===== src/rtl/irq_sched.sv =====
// -----------------------------------------------------------------------------
// irq_sched
//
// Sits between the interrupt gateway array and the CPU. It picks the
// highest-priority pending and enabled source that is above the threshold and
// raises irq for it. It then runs the claim -> service -> complete handshake,
// which sends one-hot claim/complete pulses back to the gateway that owns the
// source.
//
// Parameters
//   NSRC    number of sources (IDs 1..NSRC; ID 0 = none). At most 12, because
//           the priority registers occupy word indexes 0x2..0xD.
//   PRIO_W  priority / threshold width.
//
// Ports
//   clk, rst          clock; asynchronous active-low reset
//   src_ip            pending bits from the gateways (bit i = ID i+1)
//   cfg_we/addr/wdata word-addressed register write port
//   cfg_rdata         combinational read data for cfg_addr
//   claim_req         CPU claim strobe; answered next cycle on claim_valid/id
//   complete_req/id   CPU completion strobe and the ID being completed
//   irq               interrupt request to the core (registered)
//   gw_claim          one-cycle one-hot claim pulse to the owning gateway
//   gw_complete       one-cycle one-hot complete pulse to the owning gateway
//
// Register map: 0x0 enable, 0x1 threshold, 0x2+i priority of ID i+1,
//               0xE status {active ID[15:8], err[0]} (write clears err),
//               0xF raw src_ip.
// -----------------------------------------------------------------------------
module irq_sched #(
    parameter int NSRC   = 2,
    parameter int PRIO_W = 3
) (
    input  logic              clk,
    input  logic              rst,
    input  logic [NSRC-1:0]   src_ip,
    input  logic              cfg_we,
    input  logic [3:0]        cfg_addr,
    input  logic [31:0]       cfg_wdata,
    output logic [31:0]       cfg_rdata,
    input  logic              claim_req,
    output logic              claim_valid,
    output logic [7:0]        claim_id,
    input  logic              complete_req,
    input  logic [7:0]        complete_id,
    output logic              irq,
    output logic [NSRC-1:0]   gw_claim,
    output logic [NSRC-1:0]   gw_complete
);

    typedef enum logic [1:0] {
        ST_IDLE = 2'd0,
        ST_PEND = 2'd1,
        ST_SERV = 2'd2
    } state_t;

    // Configuration registers
    logic [NSRC-1:0]   enable_reg;
    logic [PRIO_W-1:0] thresh_reg;
    logic [PRIO_W-1:0] prio_reg [NSRC];

    // Sequencer state
    state_t            state_reg, state_next;
    logic [7:0]        cur_id_reg, cur_id_next;
    logic [PRIO_W-1:0] cur_prio_reg, cur_prio_next;
    logic [7:0]        active_id_reg, active_id_next;
    logic              err_reg, err_next;

    // Registered outputs
    logic              irq_reg, irq_next;
    logic              claim_valid_reg;
    logic [7:0]        claim_id_reg, claim_id_next;
    logic [NSRC-1:0]   gw_claim_reg, gw_claim_next;
    logic [NSRC-1:0]   gw_complete_reg, gw_complete_next;

    // Arbitration
    logic [NSRC-1:0]   eligible;
    logic              win_valid;
    logic [7:0]        win_id;
    logic [PRIO_W-1:0] win_prio;

    logic              claim_take;
    logic              complete_take;

    // The latched priority is kept for visibility only. Upper write-data bits
    // are not mapped anywhere.
    logic              unused_bits;
    assign unused_bits = ^{cfg_wdata, cur_prio_reg};

    // ------------------------------------------------------------------
    // Configuration registers
    // ------------------------------------------------------------------
    always_ff @(posedge clk or negedge rst) begin
        if (!rst) begin
            enable_reg <= '0;
            thresh_reg <= '0;
            for (int i = 0; i < NSRC; i++) begin
                prio_reg[i] <= '0;
            end
        end else if (cfg_we) begin
            if (cfg_addr == 4'h0) enable_reg <= cfg_wdata[NSRC-1:0];
            if (cfg_addr == 4'h1) thresh_reg <= cfg_wdata[PRIO_W-1:0];
            for (int i = 0; i < NSRC; i++) begin
                if (cfg_addr == 4'(i + 2)) prio_reg[i] <= cfg_wdata[PRIO_W-1:0];
            end
        end
    end

    always_comb begin
        cfg_rdata = '0;
        case (cfg_addr)
            4'h0:    cfg_rdata = 32'(enable_reg);
            4'h1:    cfg_rdata = 32'(thresh_reg);
            4'hE:    cfg_rdata = {16'd0, active_id_reg, 7'd0, err_reg};
            4'hF:    cfg_rdata = 32'(src_ip);
            default: begin
                for (int i = 0; i < NSRC; i++) begin
                    if (cfg_addr == 4'(i + 2)) cfg_rdata = 32'(prio_reg[i]);
                end
            end
        endcase
    end

    // ------------------------------------------------------------------
    // Per-source eligibility and one-hot pulse decode
    // ------------------------------------------------------------------
    for (genvar gi = 0; gi < NSRC; gi++) begin : g_src
        // Strictly greater than the threshold, so priority 0 never fires.
        assign eligible[gi] = src_ip[gi] & enable_reg[gi] & (prio_reg[gi] > thresh_reg);
        assign gw_claim_next[gi]    = claim_take    & (cur_id_reg    == 8'(gi + 1));
        assign gw_complete_next[gi] = complete_take & (active_id_reg == 8'(gi + 1));
    end

    // Winner scan: replace only on a strictly higher priority, so the lowest
    // ID wins a tie.
    always_comb begin
        win_valid = 1'b0;
        win_id    = 8'd0;
        win_prio  = '0;
        for (int i = 0; i < NSRC; i++) begin
            if (eligible[i] && (!win_valid || (prio_reg[i] > win_prio))) begin
                win_valid = 1'b1;
                win_id    = 8'(i + 1);
                win_prio  = prio_reg[i];
            end
        end
    end

    // ------------------------------------------------------------------
    // Claim / complete sequencer
    // ------------------------------------------------------------------
    always_comb begin
        state_next     = state_reg;
        cur_id_next    = cur_id_reg;
        cur_prio_next  = cur_prio_reg;
        active_id_next = active_id_reg;
        err_next       = err_reg;
        claim_id_next  = 8'd0;
        claim_take     = 1'b0;
        complete_take  = 1'b0;

        // Writing the status word clears err. An error raised in the same
        // cycle below still takes precedence.
        if (cfg_we && (cfg_addr == 4'hE)) err_next = 1'b0;

        case (state_reg)
            ST_IDLE: begin
                if (complete_req) err_next = 1'b1;
                if (win_valid) begin
                    state_next    = ST_PEND;
                    cur_id_next   = win_id;
                    cur_prio_next = win_prio;
                end
            end
            ST_PEND: begin
                if (complete_req) err_next = 1'b1;
                // A simultaneous complete takes precedence; the claim then
                // returns 0.
                if (claim_req && !complete_req) begin
                    claim_take     = 1'b1;
                    claim_id_next  = cur_id_reg;
                    active_id_next = cur_id_reg;
                    state_next     = ST_SERV;
                end else if (win_valid) begin
                    cur_id_next   = win_id;
                    cur_prio_next = win_prio;
                end else begin
                    state_next = ST_IDLE;
                end
            end
            ST_SERV: begin
                // No preemption: arbitration is ignored until completion.
                if (complete_req) begin
                    if (complete_id == active_id_reg) begin
                        complete_take  = 1'b1;
                        active_id_next = 8'd0;
                        state_next     = ST_IDLE;
                    end else begin
                        err_next = 1'b1;
                    end
                end
            end
            default: state_next = ST_IDLE;
        endcase

        irq_next = (state_next == ST_PEND);
    end

    always_ff @(posedge clk or negedge rst) begin
        if (!rst) begin
            state_reg       <= ST_IDLE;
            cur_id_reg      <= 8'd0;
            cur_prio_reg    <= '0;
            active_id_reg   <= 8'd0;
            err_reg         <= 1'b0;
            irq_reg         <= 1'b0;
            claim_valid_reg <= 1'b0;
            claim_id_reg    <= 8'd0;
            gw_claim_reg    <= '0;
            gw_complete_reg <= '0;
        end else begin
            state_reg       <= state_next;
            cur_id_reg      <= cur_id_next;
            cur_prio_reg    <= cur_prio_next;
            active_id_reg   <= active_id_next;
            err_reg         <= err_next;
            irq_reg         <= irq_next;
            claim_valid_reg <= claim_req;
            claim_id_reg    <= claim_id_next;
            gw_claim_reg    <= gw_claim_next;
            gw_complete_reg <= gw_complete_next;
        end
    end

    assign irq         = irq_reg;
    assign claim_valid = claim_valid_reg;
    assign claim_id    = claim_id_reg;
    assign gw_claim    = gw_claim_reg;
    assign gw_complete = gw_complete_reg;

endmodule


===== config.mk =====
export PLATFORM = sky130hd
export DESIGN_NAME = irq_sched
export DESIGN_NICKNAME = d
export VERILOG_FILES = /design/src/rtl/irq_sched.sv
export SDC_FILE = /design/constraint.sdc
export NUM_CORES = 1
export LEC_CHECK = 0
export ABC_CLOCK_PERIOD_IN_PS = 2500
export CAP_MARGIN = 20
export CORE_MARGIN = 5
export CORE_UTILIZATION = 39
export DETAILED_ROUTE_END_ITERATION = 16
export PLACE_DENSITY = 0.81
export SLEW_MARGIN = 10
export SYNTH_ARGS = -nofsm -noshare
export SYNTH_HDL_FRONTEND = slang
export SYNTH_SLANG_ARGS = --single-unit

===== constraint.sdc =====
create_clock -name clk -period 2.5 [get_ports clk]
set_input_delay 0.5 -clock clk [delete_from_list [all_inputs] [get_ports clk]]
set_output_delay 0.5 -clock clk [all_outputs]
set_load 0.01 [all_outputs]

Word level (Yosys, flattened, before mapping)
Cells that the tools add are included.

storage, ports and cells
  input port bits = 51
  register bits = 44
  output and inout bits = 46

cells by class
  reductions and logical operators = 17
  magnitude comparators = 3
  equal/unequal tests = 17
  multiplexer cells = 33
  bitwise logic cells = 8

operators by type and width
  cell                number
  $pmux 32 s4         1
  $mux 8              8
  $mux 32             1
  $pmux 8 s2          2
  $eq 8x1->1 const B  2
  $eq 8x2->1 const B  2
  $mux 1              12
  $mux 2              5
  $reduce_and 2->1    5
  $gt 3x3->1          3
  $and 1x1->1         8
  $eq 4x2->1 const B  2
  $eq 4x4->1 const B  2
  $eq 8x8->1          1
  $ne 2x2->1 const B  4
  $mux 3              2
  $pmux 2 s3          1
  $eq 2x1->1 const B  2
  $eq 4x1->1 const B  1
  $logic_not 4->1     1
  $reduce_and 4->1    1
  $reduce_bool 2->1   2
  $logic_and 1x1->1   3
  $eq 2x2->1 const B  1
  5 further kinds     6

Longest topological paths before layout
  depth after elaboration = 11
  gate-level depth with buffers = 13

Least setup slack after synthesis
No wires, ideal clock.

  path kind = reg-to-reg
  start point = register thresh_reg[1]
  end point = register cur_id_reg[1]
  data required time = 2.382 ns
  path slack = 0.237 ns
  library setup time = 0.118 ns
  arrival = 2.145 ns
  stages on the path, launching flop included = 13
  cell sequence = dfrtp_1 -> inv_1 -> ha_1 -> nand3_1 -> o21ai_0 -> nor3_2 -> nand2_1 -> ha_1 -> nor2b_1 -> o21a_1 -> o21ai_0 -> a211oi_1 -> a21o_1

on the way
  word-level cells in the longest chain between the ends = 10
  elaborated cells between the ends (all ways) = 15
  classes of those cells = order compare (3); mux (7); bitwise (2); reduce/logical (3)

RTL lines
  item                                                  RTL line  RTL
  start: declaration                                    59        logic [PRIO_W-1:0] thresh_reg;
  start signal: assignment                              102       if (cfg_addr == 4'h1) thresh_reg <= cfg_wdata[PRIO_W-1:0];
  $gt 3x3->1                                            129       assign eligible[gi] = src_ip[gi] & enable_reg[gi] & (prio_reg[gi] > thresh_reg);
  $and 1x1->1                                           129
  $mux 3 / $mux 1 (equally long branches)               141       if (eligible[i] && (!win_valid || (prio_reg[i] > win_prio))) begin
  $gt 3x3->1 / $logic_not 1->1 (equally long branches)  141
  $logic_or 1x1->1                                      141
  $logic_and 1x1->1                                     141
  $mux 8 / $mux 1 (equally long branches)               141
  $mux 8 *                                              169, 184
  $mux 8                                                179       if (claim_req && !complete_req) begin
  $pmux 8 s2 *                                          166       case (state_reg)
  end signal: assignment                                223       cur_id_reg <= cur_id_next;
  end: declaration                                      64        logic [7:0] cur_id_reg, cur_id_next;

Every way passes the cells marked *; elsewhere a longest branch is shown, timed or not. The select of a mux whose other input is x is not followed.
A chain may end at the register's enable or synchronous reset.

Worst setup path in the final report
  start point = register thresh_reg[1]
  end point = register cur_id_reg[0]

Same word-level chain as after synthesis.

==> impl_metrics.env <==
export IMPL_grt_ovfl_total=0
export IMPL_status="finished clean"
export IMPL_setup_tns_ps=0
export IMPL_r2r_setup_slack_ps=180
export IMPL_syn_inst=183
export IMPL_syn_cell_area_sq_um=1730
export IMPL_synth_edff_count=0
export IMPL_fin_util_pct=51.19
export IMPL_synthXorXnorAreaFrac_pct=1.012
export IMPL_area_growth_pct=27.91
export IMPL_crit_required_ps=2670
export IMPL_io_buffers=34
export IMPL_fin_crit_sh_pct=92.80
export IMPL_core_rowCount=24
export IMPL_gp_congestion=0.8276
export IMPL_cts_buffers=3
export IMPL_synth_compound_area_share_pct=10.77
export IMPL_final_area_sq_um=2213
export IMPL_clk_latency_ps=270
export IMPL_clock_fmax_ghz=0.4310
export IMPL_grt_pass1_vias=1303
export IMPL_yosysWarnings=0
export IMPL_crit_arrival_ps=2490
export IMPL_synth_cell_types=44
export IMPL_avgSynthCellArea_sq_um=9.456
export IMPL_drt_iter0_drc=81
export IMPL_max_cap_violations=0
export IMPL_die_w_microns=76.61
export IMPL_htree_num_levels=1
export IMPL_ant_nets=0
export IMPL_core_area_sq_um=4324
export IMPL_path_class="reg2reg"
export IMPL_fin_nets=297
export IMPL_async_flop_share_pct=100.0
export IMPL_largest_register_ffs=6
export IMPL_dp_cells=278
export IMPL_fp_dieArea_sq_um=5869
export IMPL_grt_usage_pct=12.38
export IMPL_clock_sinks=26
export IMPL_synth_ff_type="dfrtp_1"
export IMPL_wl_per_cell_microns=13.06
export IMPL_initial_core_util_pct=40.02
export IMPL_ys_seq_elements=26
export IMPL_wl_microns=3760
export IMPL_dp_slack_ps=-330.9
export IMPL_io_pins=97
export IMPL_synth_simple_area_share_pct=19.16
export IMPL_critPathLaunchType="flip-flop"
export IMPL_cts_root_buffer="clkbuf_8"
export IMPL_p_leak_nw=1.063
export IMPL_muxShareOfSynthArea_pct=7.086
export IMPL_drc_errors=0
export IMPL_cts_tree="yes"
export IMPL_fin_cells=288
export IMPL_routed_via_density=4.663
export IMPL_clkTransAtPathRegs_ps=90
export IMPL_synthAdderAreaFrac_pct=6.508
export IMPL_final_setup_skew_ps=6.537
export IMPL_total_power_mw=1.230
export IMPL_grt_pass1_wl_microns=6072
export IMPL_maxSlewViolCount=0
export IMPL_final_layout_size_suffix_gt1_share_pct=17.80
export IMPL_place_area_sq_um=2082
export IMPL_critPathMaxFanout=4
export IMPL_die_h_microns=76.61
export IMPL_vias=1343
export IMPL_cp_end_kind="flip-flop"
export IMPL_p_per_area_nw_per_um2=555.7
export IMPL_dp_hpwl_microns=2913
export IMPL_num_antenna_cells=0
export IMPL_grt_max_degree=27
export IMPL_synth_top_family_by_area="simple AND/OR/NAND/NOR gates"
export IMPL_firstDrtPassIters=4
export IMPL_synth_seq_area_share_pct=37.60
export IMPL_clock_path_buffers=2
export IMPL_timing_final_crit_period_ps=2320
export IMPL_rsz0062_at_grt="false"
export IMPL_hold_class="reg2reg"
export IMPL_report_final_setup_viol=0
export IMPL_hold_ws_ps=448.3
export IMPL_grt_antenna_before_repair=0
export IMPL_fin_ws_ps=179.9
export IMPL_vdd_drop_max_mv=0.2900
export IMPL_final_hold_violation_count=0
==> logic make-up after synthesis <==
group | Yosys count
XOR/XNOR | 2
buffers and inverters | 45
other | 1
flip-flops | 26
AND/OR/NAND/NOR | 60
AO/OA/AOI/OAI | 29
adder cells (fa/ha/maj) | 9
multiplexers | 11
==> power by group <==
part | internal [mW] | switching, mW
sequential | 0.468 | 0.0438
combinational | 0.180 | 0.192
clock | 0.214 | 0.132
==> worst max-delay path, stage by stage (launching register included) <==
cell and delay [ps]:
dfrtp_1 370, inv_1 80, ha_1 300, nor2b_1 140
nor3_1 180, nor3_2 70, buf_4 150, inv_1 100
nor2_1 50, ha_1 180, nor2b_1 110, o21a_1 130
o21ai_2 60, a211oi_2 250, nor2_1 60
==> cells in the final DEF (no fill, tap or decap), drive strengths merged, types with 2 or more instances in the layout <==
cell type,n
a21oi,8
and2,5
and3b,2
buf,19
clkbuf,3
clkdlybuf4s50,25
conb,33
dfrtp,26
dlygate4sd2,8
ha,9
inv,9
mux2,10
nand2,18
nand2b,3
nand3,5
nand4,2
nor2,13
nor2b,4
nor3,4
o21ai,8
o2bb2ai,2
xnor2,2
==> what timing repair did <==
action,4_1_cts,5_1_grt
resized for setup,12,7
hold buffers,0,0
pin swaps,1,1
endpoints found under the setup margin,5,4
buffers inserted,2,3
cloned,0,1
==> cell usage after synthesis, types with 2 or more instances <==
cell type  number  area [sq um]
buf_4          34         255.2
dfrtp_1        26         650.6
nand2_1        18         67.56
nor2_1         10         37.54
ha_1            9         112.6
inv_1           9         33.78
a21oi_1         8         40.04
o21ai_0         7         35.03
mux2_2          6         67.56
and2_1          5         31.28
mux2_1          4         45.04
nand3_1         4         20.02
nor2b_1         4         25.02
nor2_2          3         18.77
and3b_1         2         17.52
nand2b_1        2         12.51
nand4_1         2         12.51
nor3_1          2         10.01
o2bb2ai_1       2         17.52
xnor2_1         2         17.52
==> cell type report <==
class                   count  area (sq um)
flip-flops and latches     26         651.9
inverters                   9         33.78
fillers                   401          2111
clock buffers               3         41.29
well taps                  52         65.06
repair buffers             53         476.7
clock inverters             1         30.03
multi-input cells         144         914.6
==> worst paths after layout <==
check,endpoint,cells past startpoint,startpoint
setup / recovery,cur_id_reg[0],14,thresh_reg[1]
hold / removal,gw_claim[0],1,cur_id_reg[1]
setup reg to reg,cur_id_reg[0],14,thresh_reg[1]
hold reg to reg,gw_claim[0],1,cur_id_reg[1]
max in group asynchronous,thresh_reg[0],2,rst
min in group asynchronous,state_reg[1],2,rst
==> per-layer routing <==
metal | routed length, microns | up-vias | GRT usage, %
met4 | 66 | 0 | 5.769
met1 | 1552 | 635 | 15.15
met2 | 1890 | 40 | 20.80
li1 | - | 661 | -
met5 | 0 | - | 0
met3 | 250 | 7 | 2.364
(Power assumes the default switching activity.)
